[config.mk]
export PLATFORM = sky130hd
export DESIGN_NAME = polar_to_cart_cordic
export DESIGN_NICKNAME = d
export VERILOG_FILES = /design/src/rtl/polar_to_cart_cordic.sv
export SDC_FILE = /design/constraint.sdc
export NUM_CORES = 1
export LEC_CHECK = 0
export BUFFER_PORTS_ARGS = -buffer_cell sky130_fd_sc_hd__buf_2
export CORE_MARGIN = 5
export CORE_UTILIZATION = 47
export DETAILED_ROUTE_END_ITERATION = 12
export PLACE_DENSITY = 0.6
export REMOVE_ABC_BUFFERS = 1
export SLEW_MARGIN = 20
export SYNTH_ARGS = -nofsm -noshare
export SYNTH_HDL_FRONTEND = slang
export SYNTH_SLANG_ARGS = --single-unit
[constraint.sdc]
create_clock -name clk -period 7.65 [get_ports clk]
set_input_delay 0 -clock clk [delete_from_list [all_inputs] [get_ports clk]]
set_output_delay 0 -clock clk [all_outputs]
set_load 0.02 [all_outputs]
[src/rtl/polar_to_cart_cordic.sv]
// -----------------------------------------------------------------------------
// polar_to_cart_cordic
//   Iterative rotation-mode CORDIC that turns a first-quadrant polar input
//   (r, theta in whole degrees) into unsigned 8-bit Cartesian x/y.
//   One conversion in flight; valid/ready handshake on both sides.
//
// Parameters
//   ITER  CORDIC iterations, 8..12 (angle table holds 12 entries)
//   W     signed x/y datapath width, Q9.8 plus sign
//
// Ports
//   clk        clock
//   rst_n      asynchronous active-low reset
//   ena        global enable; low freezes FSM, counter and datapath
//   in_valid   r_in/theta_in valid
//   in_ready   high only in IDLE with ena=1 (combinational)
//   r_in       magnitude, unsigned
//   theta_in   angle in degrees 0..90, larger values clamp to 90
//   out_valid  x_out/y_out valid, held until out_ready
//   out_ready  consumer accepts result
//   x_out      r*cos(theta), saturated 0..255
//   y_out      r*sin(theta), saturated 0..255
//
// Build option
//   P2C_ROUND_EN  defined: round half up on the Q8.8 -> integer step.
//                 undefined: truncate toward -inf (no rounding adder).
//
// State table
//   IDLE | waiting for an input handshake; in_ready = ena
//   ROT  | one CORDIC micro-rotation per enabled clock, cnt = iteration
//   DONE | first cycle loads x_out/y_out; then out_valid held until out_ready
// -----------------------------------------------------------------------------
module polar_to_cart_cordic #(
  parameter int ITER = 10,
  parameter int W    = 18
) (
  input  logic       clk,
  input  logic       rst_n,
  input  logic       ena,
  input  logic       in_valid,
  output logic       in_ready,
  input  logic [7:0] r_in,
  input  logic [7:0] theta_in,
  output logic       out_valid,
  input  logic       out_ready,
  output logic [7:0] x_out,
  output logic [7:0] y_out
);

  localparam logic [1:0] S_IDLE = 2'd0;
  localparam logic [1:0] S_ROT  = 2'd1;
  localparam logic [1:0] S_DONE = 2'd2;

  localparam int ZW = 17;

  localparam logic [3:0]          CNT_LAST = 4'(ITER - 1);
  localparam logic [15:0]         INV_K    = 16'd39797;  // 256*256/1.64676
  localparam logic signed [W:0]   RND_HALF = (W+1)'(128);
  localparam logic signed [W:0]   SAT_MAX  = (W+1)'(255);

  logic [1:0]            state_q, state_d;
  logic [3:0]            cnt_q, cnt_d;
  logic signed [W-1:0]   x_q, x_d;
  logic signed [W-1:0]   y_q, y_d;
  logic signed [ZW-1:0]  z_q, z_d;
  logic                  out_valid_q, out_valid_d;
  logic [7:0]            x_out_q, x_out_d;
  logic [7:0]            y_out_q, y_out_d;

  logic [23:0]           r_scaled;
  logic [7:0]            theta_sat;
  logic signed [W-1:0]   x_cap;
  logic signed [ZW-1:0]  z_cap;
  logic signed [W-1:0]   x_sh, y_sh;
  logic signed [ZW-1:0]  atan_i;
  logic                  z_neg;
  logic [7:0]            x_sat, y_sat;

  function automatic logic signed [ZW-1:0] atan_lut(input logic [3:0] idx);
    logic signed [ZW-1:0] v;
    case (idx)
      4'd0:    v = 17'sd11520;
      4'd1:    v = 17'sd6801;
      4'd2:    v = 17'sd3593;
      4'd3:    v = 17'sd1824;
      4'd4:    v = 17'sd916;
      4'd5:    v = 17'sd458;
      4'd6:    v = 17'sd229;
      4'd7:    v = 17'sd115;
      4'd8:    v = 17'sd57;
      4'd9:    v = 17'sd29;
      4'd10:   v = 17'sd14;
      4'd11:   v = 17'sd7;
      default: v = 17'sd0;
    endcase
    return v;
  endfunction

  // Q9.8 -> unsigned 8-bit with clamp; rounding offset is added only when
  // the rounding build is selected.
  function automatic logic [7:0] to_u8(input logic signed [W-1:0] v);
    logic signed [W:0] adj;
    logic signed [W:0] whole;
    logic [7:0]        res;
`ifdef P2C_ROUND_EN
    adj = {v[W-1], v} + RND_HALF;
`else
    adj = {v[W-1], v};
`endif
    whole = adj >>> 8;
    if (whole[W])
      res = 8'd0;
    else if (whole > SAT_MAX)
      res = 8'd255;
    else
      res = whole[7:0];
    return res;
  endfunction

  // Pre-divide r by the CORDIC gain so the rotated vector ends at length r.
  assign r_scaled  = r_in * INV_K;
  assign theta_sat = (theta_in > 8'd90) ? 8'd90 : theta_in;
  assign x_cap     = $signed({{(W-16){1'b0}}, r_scaled[23:8]});
  assign z_cap     = $signed({1'b0, theta_sat, 8'h00});

  assign x_sh   = x_q >>> cnt_q;
  assign y_sh   = y_q >>> cnt_q;
  assign atan_i = atan_lut(cnt_q);
  assign z_neg  = z_q[ZW-1];

  assign x_sat = to_u8(x_q);
  assign y_sat = to_u8(y_q);

  always_comb begin
    state_d     = state_q;
    cnt_d       = cnt_q;
    x_d         = x_q;
    y_d         = y_q;
    z_d         = z_q;
    out_valid_d = out_valid_q;
    x_out_d     = x_out_q;
    y_out_d     = y_out_q;

    if (ena) begin
      case (state_q)
        S_IDLE: begin
          if (in_valid) begin
            x_d     = x_cap;
            y_d     = '0;
            z_d     = z_cap;
            cnt_d   = '0;
            state_d = S_ROT;
          end
        end
        S_ROT: begin
          if (z_neg) begin
            x_d = x_q + y_sh;
            y_d = y_q - x_sh;
            z_d = z_q + atan_i;
          end else begin
            x_d = x_q - y_sh;
            y_d = y_q + x_sh;
            z_d = z_q - atan_i;
          end
          cnt_d = cnt_q + 4'd1;
          if (cnt_q == CNT_LAST)
            state_d = S_DONE;
        end
        S_DONE: begin
          // The final x/y only settle on the DONE entry edge, so the output
          // registers are loaded one clock into DONE.
          if (!out_valid_q) begin
            x_out_d     = x_sat;
            y_out_d     = y_sat;
            out_valid_d = 1'b1;
          end else if (out_ready) begin
            out_valid_d = 1'b0;
            state_d     = S_IDLE;
          end
        end
        default: begin
          state_d     = S_IDLE;
          out_valid_d = 1'b0;
        end
      endcase
    end
  end

  always_ff @(posedge clk or negedge rst_n) begin
    if (!rst_n) begin
      state_q     <= S_IDLE;
      cnt_q       <= '0;
      x_q         <= '0;
      y_q         <= '0;
      z_q         <= '0;
      out_valid_q <= 1'b0;
      x_out_q     <= '0;
      y_out_q     <= '0;
    end else begin
      state_q     <= state_d;
      cnt_q       <= cnt_d;
      x_q         <= x_d;
      y_q         <= y_d;
      z_q         <= z_d;
      out_valid_q <= out_valid_d;
      x_out_q     <= x_out_d;
      y_out_q     <= y_out_d;
    end
  end

  assign in_ready  = ena && (state_q == S_IDLE);
  assign out_valid = out_valid_q;
  assign x_out     = x_out_q;
  assign y_out     = y_out_q;

endmodule

==> results of run 1 <==
-- placed cells by master, fill, tap and decap left out, types with 11 or more instances in the layout --
cell      instances
nor2_1           92
fa_1             40
xnor2_1          53
buf_2            37
a31oi_1          18
and3_1           11
o21a_1           14
o31ai_1          19
and2_1           15
mux2i_1          27
nor2b_1          14
nand3_1          13
nand2_1         131
dfrtp_1          72
ha_1            108
a21oi_1          80
xor2_1           40
nor3_1           20
inv_1           121
a21o_1           22
o21ai_0          96
nand2b_1         12
mux4_2           32
-- worst max-delay path, cell delays in order (launching register included) --
cell      delay (ns)
dfrtp_2         0.61
buf_4           0.59
mux4_2          0.62
mux2i_4         0.22
mux2i_1         0.17
a211oi_1        0.32
and2_1          0.23
a31oi_1         0.19
nor4_2          0.46
nor2_1          0.10
xnor2_1         0.21
ha_1            0.30
o21a_1          0.20
nor2_1          0.16
a211oi_1        0.09
o41a_1          0.35
xnor2_1         0.15
or3_1           0.31
o21ai_1         0.07
-- registers in the layout, indices dropped and copies added (netlist names) --
| register | flops |
|---|---|
| x_out | 8 |
| y_out | 8 |
| x_q | 18 |
| out_valid | 1 |
| cnt_q | 4 |
| z_q | 17 |
| state_q | 2 |
| y_q | 18 |
-- cell families after synthesis --
family                   synth area share (%)
AO/OA/AOI/OAI                            20.8
AND/OR/NAND/NOR                          15.0
buffers and inverters                    7.27
adder cells (fa/ha/maj)                  20.3
XOR/XNOR                                 7.69
flip-flops                               18.0
multiplexers                             11.0
-- layer usage --
metal  share of wire (%)  track usage [%]  vias to the layer above
met2                  47             35.8                      214
li1                    -                -                     4453
met5                   0                0                        -
met4                 1.6             5.75                        0
met1                  48             30.3                     4325
met3                 4.1             2.63                       38
-- final cells by class --
cell class	count	area (um^2)	share of cell area (%)
sequential	76	1910	16.9
timing repair buffer	52	312	2.77
multi-input combinational	999	7920	70.3
clock inverter	4	56.3	0.500
inverter	123	462	4.10
tap	285	357	3.16
clock buffer	12	256	2.28
-- final timing paths --
kind,start,to,cells after the start
worst max-delay path,cnt_q[1]$_DFFE_PN0P_,x_q[17]$_DFFE_PN0P_,18
worst min-delay path,out_ready,state_q[1]$_DFFE_PN0P_,4
worst max register to register,cnt_q[1]$_DFFE_PN0P_,x_q[17]$_DFFE_PN0P_,18
worst min register to register,y_out[5]$_DFFE_PN0P_,y_out[5]$_DFFE_PN0P_,2
max in group asynchronous,rst_n,cnt_q[3]$_DFFE_PN0P_,2
min in group asynchronous,rst_n,y_q[16]$_DFFE_PN0P_,2
-- metrics by stage --
step | area [um^2] | utilization (%) | instances | hold slack [ns] | worst slack (ns)
final | 11300 | 50.2 | 1551 | 0.0493 | 2.19
after global routing | 11300 | 50.2 | 1551 | 0.0820 | 1.72
after CTS | 11300 | 50.2 | 1551 | 0.0493 | 2.22
after detailed placement | 10900 | 48.6 | 1531 | 0.254 | 2.25
after global placement | 10900 | 48.6 | 1531 | 0.247 | 2.31
after floorplan | 10300 | - | 1198 | -0.296 | 1.88
==> results.toml, run 1 <==
[synth]
syn-instance-count = 1261
synth_edf_count = 0
yosysMostFrequentCell = "nand2_1"
ys_ff_latch = 76
post-synth-top-area-cell = "dfrtp_1"
mappedNetlistArea_um2 = 10600
synth-main-ff-cell = "dfrtp_1"
synth_top_area_share_pct = 18.0
ys_types = 77
synth.area.top_cells = "dfrtp_1 18%, ha_1 13%, fa_1 7.6%"
yosysWarningCount = 0
synth_seq_area_share_pct = 18.0
ys_top_cells_by_count = "131 x nand2_1, 121 x inv_1, 108 x ha_1, 96 x o21ai_0, 93 x nor2_1"
synth_area_per_cell_um2 = 8.40
async_reset_ff_share_pct = 100

[detailed_routing]
routed_wl_um = 27300
post_drt_wl_per_cell_um = 17.6
ant_nets = 0
drcViolationCount = 0
drt-pass1-iter-count = 5
viasPerCell = 5.82
vias = 9030
first_iter_violations = 646

[clock_tree]
clock_sinks = 76
clkTransAtPathRegs_ns = 0.07
cts_buffers = 9
htree_levels = 3
clock_path_buffers = 2
post_cts_buffers = 0
cts_root_buf = "clkbuf_16"
insertion_delay_ns = 0.35
ctsResizeCount = 0
cts_tree = "yes"
hold_buffers = 4

[final_layout]
synthToLayoutAreaGrowth_pct = 6.43
drive_gt1_share_pct = 9.87
antenna_cells = 0
final_net_count = 1430
num-fill-cells = 2208

[sta]
max-slew-margin-rel_pct = 32.3
rsz0062_at_grt = "false"
finalSetupViolations = 0
worst_pin_slew_ns = 1.01
slew_violations = 0
fin_setup_tns_ns = 0
fmax_mhz = 183
period_share_pct = 71.4
min_period_ns = 5.46
hold_violations = 0
worst_clock_skew_ns = 0.00961

[worst_setup_path]
worstSetupPathType = "flip-flop to flip-flop"
critPathMaxFanout = 47
arrival_ns = 5.74
required_ns = 7.93
reg2reg_slack_ns = 2.19
start_kind = "flip-flop"
endpoint_kind = "flip-flop"

[floorplanning]
start_util_pct = 47.2
die_h_um = 160
die_area_um2 = 25600
core_um2 = 22400
io_pins = 39
dieWidth_um = 160
row_count = 55

[placed_design]
dp_hpwl_um = 20700
numPortBuffers = 38
globalplace.congestion = 0.883

[grt]
grt.overflow.total = 0
grt_max_degree = 81
first_global_vias = 8864
antenna_found_initial = 0
grt_usage_pct = 21.7
grt_pass1_wl_um = 46400

[status]
status = "finished, final reports clean"

[worst_hold_path]
hp-class = "input port to flip-flop"

[flow_run]
max_cap_violations = 0
Power of run 1 is not shown: default switching activity piles up to over one toggle a cycle in this logic, so the estimate is an artifact.
==> run 2: changes to the inputs <==
- PLACE_DENSITY: 0.6 -> 0.63
- clock period: 7.65 -> 4.7 ns (I/O delays scaled with it)
==> results.toml, run 2 (synthesis gave the netlist of run 1 again) <==
[sta]
fin_setup_tns_ns = 0
min_period_ns = 4.61
fmax_mhz = 217
slew_violations = 0
max-slew-margin-rel_pct = 32.5
period_share_pct = 98.1
worst_pin_slew_ns = 1.01
fin_ws_ns = 0.0890
finalSetupViolations = 0
worst_clock_skew_ns = 0.0147
rsz0062_at_grt = "true"
hold_violations = 0

[worst_setup_path]
start_kind = "flip-flop"
worstSetupPathType = "flip-flop to flip-flop"
arrival_ns = 4.85
required_ns = 4.94
critPathMaxFanout = 7
endpoint_kind = "flip-flop"

[final_layout]
synthToLayoutAreaGrowth_pct = 18.2
num-fill-cells = 2081
multi_input_area_um2 = 8140
antenna_cells = 0
mostFrequentLayoutCell = "nand2_1"
final_cell_mix = "131 x nand2_1, 125 x buf_4, 121 x inv_1, 107 x ha_1, 91 x nor2_1"
final_net_count = 1554
finalNonFillerCells = 1675
seqCellArea_um2 = 1910
final_core_util_pct = 55.8
reg_top3 = "x_q (18), y_q (18), z_q (17)"
drive_gt1_share_pct = 20.5

[placed_design]
globalplace.congestion = 0.937
dp_hpwl_um = 22900
numPortBuffers = 38
dp.cells = 1631
post-place-ws_ns = -0.0325

[floorplanning]
die_h_um = 160
dieWidth_um = 160
io_pins = 39
core_um2 = 22400
row_count = 55
start_util_pct = 47.2
die_area_um2 = 25600

[clock_tree]
insertion_delay_ns = 0.36
clock_path_buffers = 2
htree_levels = 3
clkTransAtPathRegs_ns = 0.06
cts_root_buf = "clkbuf_16"
cts_tree = "yes"
clock_sinks = 76
cts_buffers = 9

[detailed_routing]
ant_nets = 0
drcViolationCount = 0
drt-pass1-iter-count = 8
post_drt_wl_per_cell_um = 17.9
viasPerCell = 5.78
vias = 9677
first_iter_violations = 734
routed_wl_um = 30000

[grt]
grt_usage_pct = 22.8
grt_pass1_wl_um = 48200
first_global_vias = 9230
antenna_found_initial = 0
grt.overflow.total = 0
grt_max_degree = 53

[status]
status = "finished, final reports clean"

[flow_run]
max_cap_violations = 0

[worst_hold_path]
hp-class = "input port to flip-flop"
[run 2: cell types whose count changed in the layout (fill, tap and decap cells not counted), sizes merged]
cell | before | now
buf | 48 | 169
clkbuf | 12 | 13
clkinv | 3 | 4
inv | 123 | 124
[run 2: critical path: stages, from the launching register on]
cell	delay, ns
dfrtp_2	0.43
buf_6	0.13
buf_6	0.10
mux4_2	0.51
a22oi_2	0.19
o21ai_2	0.08
a211o_1	0.33
nor4_4	0.30
buf_4	0.15
a21oi_1	0.07
xor2_1	0.19
a21oi_1	0.10
ha_1	0.31
and3_4	0.18
nand4_1	0.13
or3_1	0.39
o211a_1	0.13
a211o_1	0.33
xnor2_2	0.15
and3_1	0.14
a21o_1	0.15
[run 2: path summary, 6_finish.rpt]
path | start | end | slack (ns) | cells after the start
min reg2reg | y_out[4]$_DFFE_PN0P_ | y_out[4]$_DFFE_PN0P_ | 0.47 | 2
max in group asynchronous | rst_n | cnt_q[2]$_DFFE_PN0P_ | 3.50 | 3
max | cnt_q[0]$_DFFE_PN0P_ | y_q[17]$_DFFE_PN0P_ | 0.09 | 20
min in group asynchronous | rst_n | y_q[6]$_DFFE_PN0P_ | 0.07 | 2
min | out_ready | state_q[1]$_DFFE_PN0P_ | 0.06 | 4
max reg2reg | cnt_q[0]$_DFFE_PN0P_ | y_q[17]$_DFFE_PN0P_ | 0.09 | 20
[run 2: final cells by class]
type	count	share of cell area, %
Clock buffer	10	1.83
Clock inverter	6	0.580
Sequential cell	76	15.3
Tap cell	285	2.85
Inverter	123	3.69
Timing Repair Buffer	176	10.7
Multi-Input combinational cell	999	65.1
[run 2: what timing repair did]
| item | 4_1_cts | 5_1_grt |
|---|---|---|
| resized for setup | 2 | 62 |
| pin swaps | 0 | 21 |
| hold endpoints to repair | 27 | 0 |
| setup endpoints to repair | 2 | 18 |
| hold buffers | 4 | 0 |
| cloned | 0 | 3 |
| buffers inserted | 2 | 19 |
[run 2: stage by stage]
step / hold slack [ns] / area, um^2
after floorplan: -0.296 / 10300
after global placement: -0.0769 / 11700
after detailed placement: -0.0785 / 11700
after CTS: 0.0700 / 12000
after global routing: 0.109 / 12500
final: 0.0593 / 12500
[run 2: metal layers]
layer	global-route usage, %	vias to the layer above	share of wire (%)
met5	0	-	0
met4	8.21	0	3.0
li1	-	4693	-
met2	36.9	314	46
met3	2.76	58	5.1
met1	31.6	4612	46
Power of run 2 is left out for the same reason.
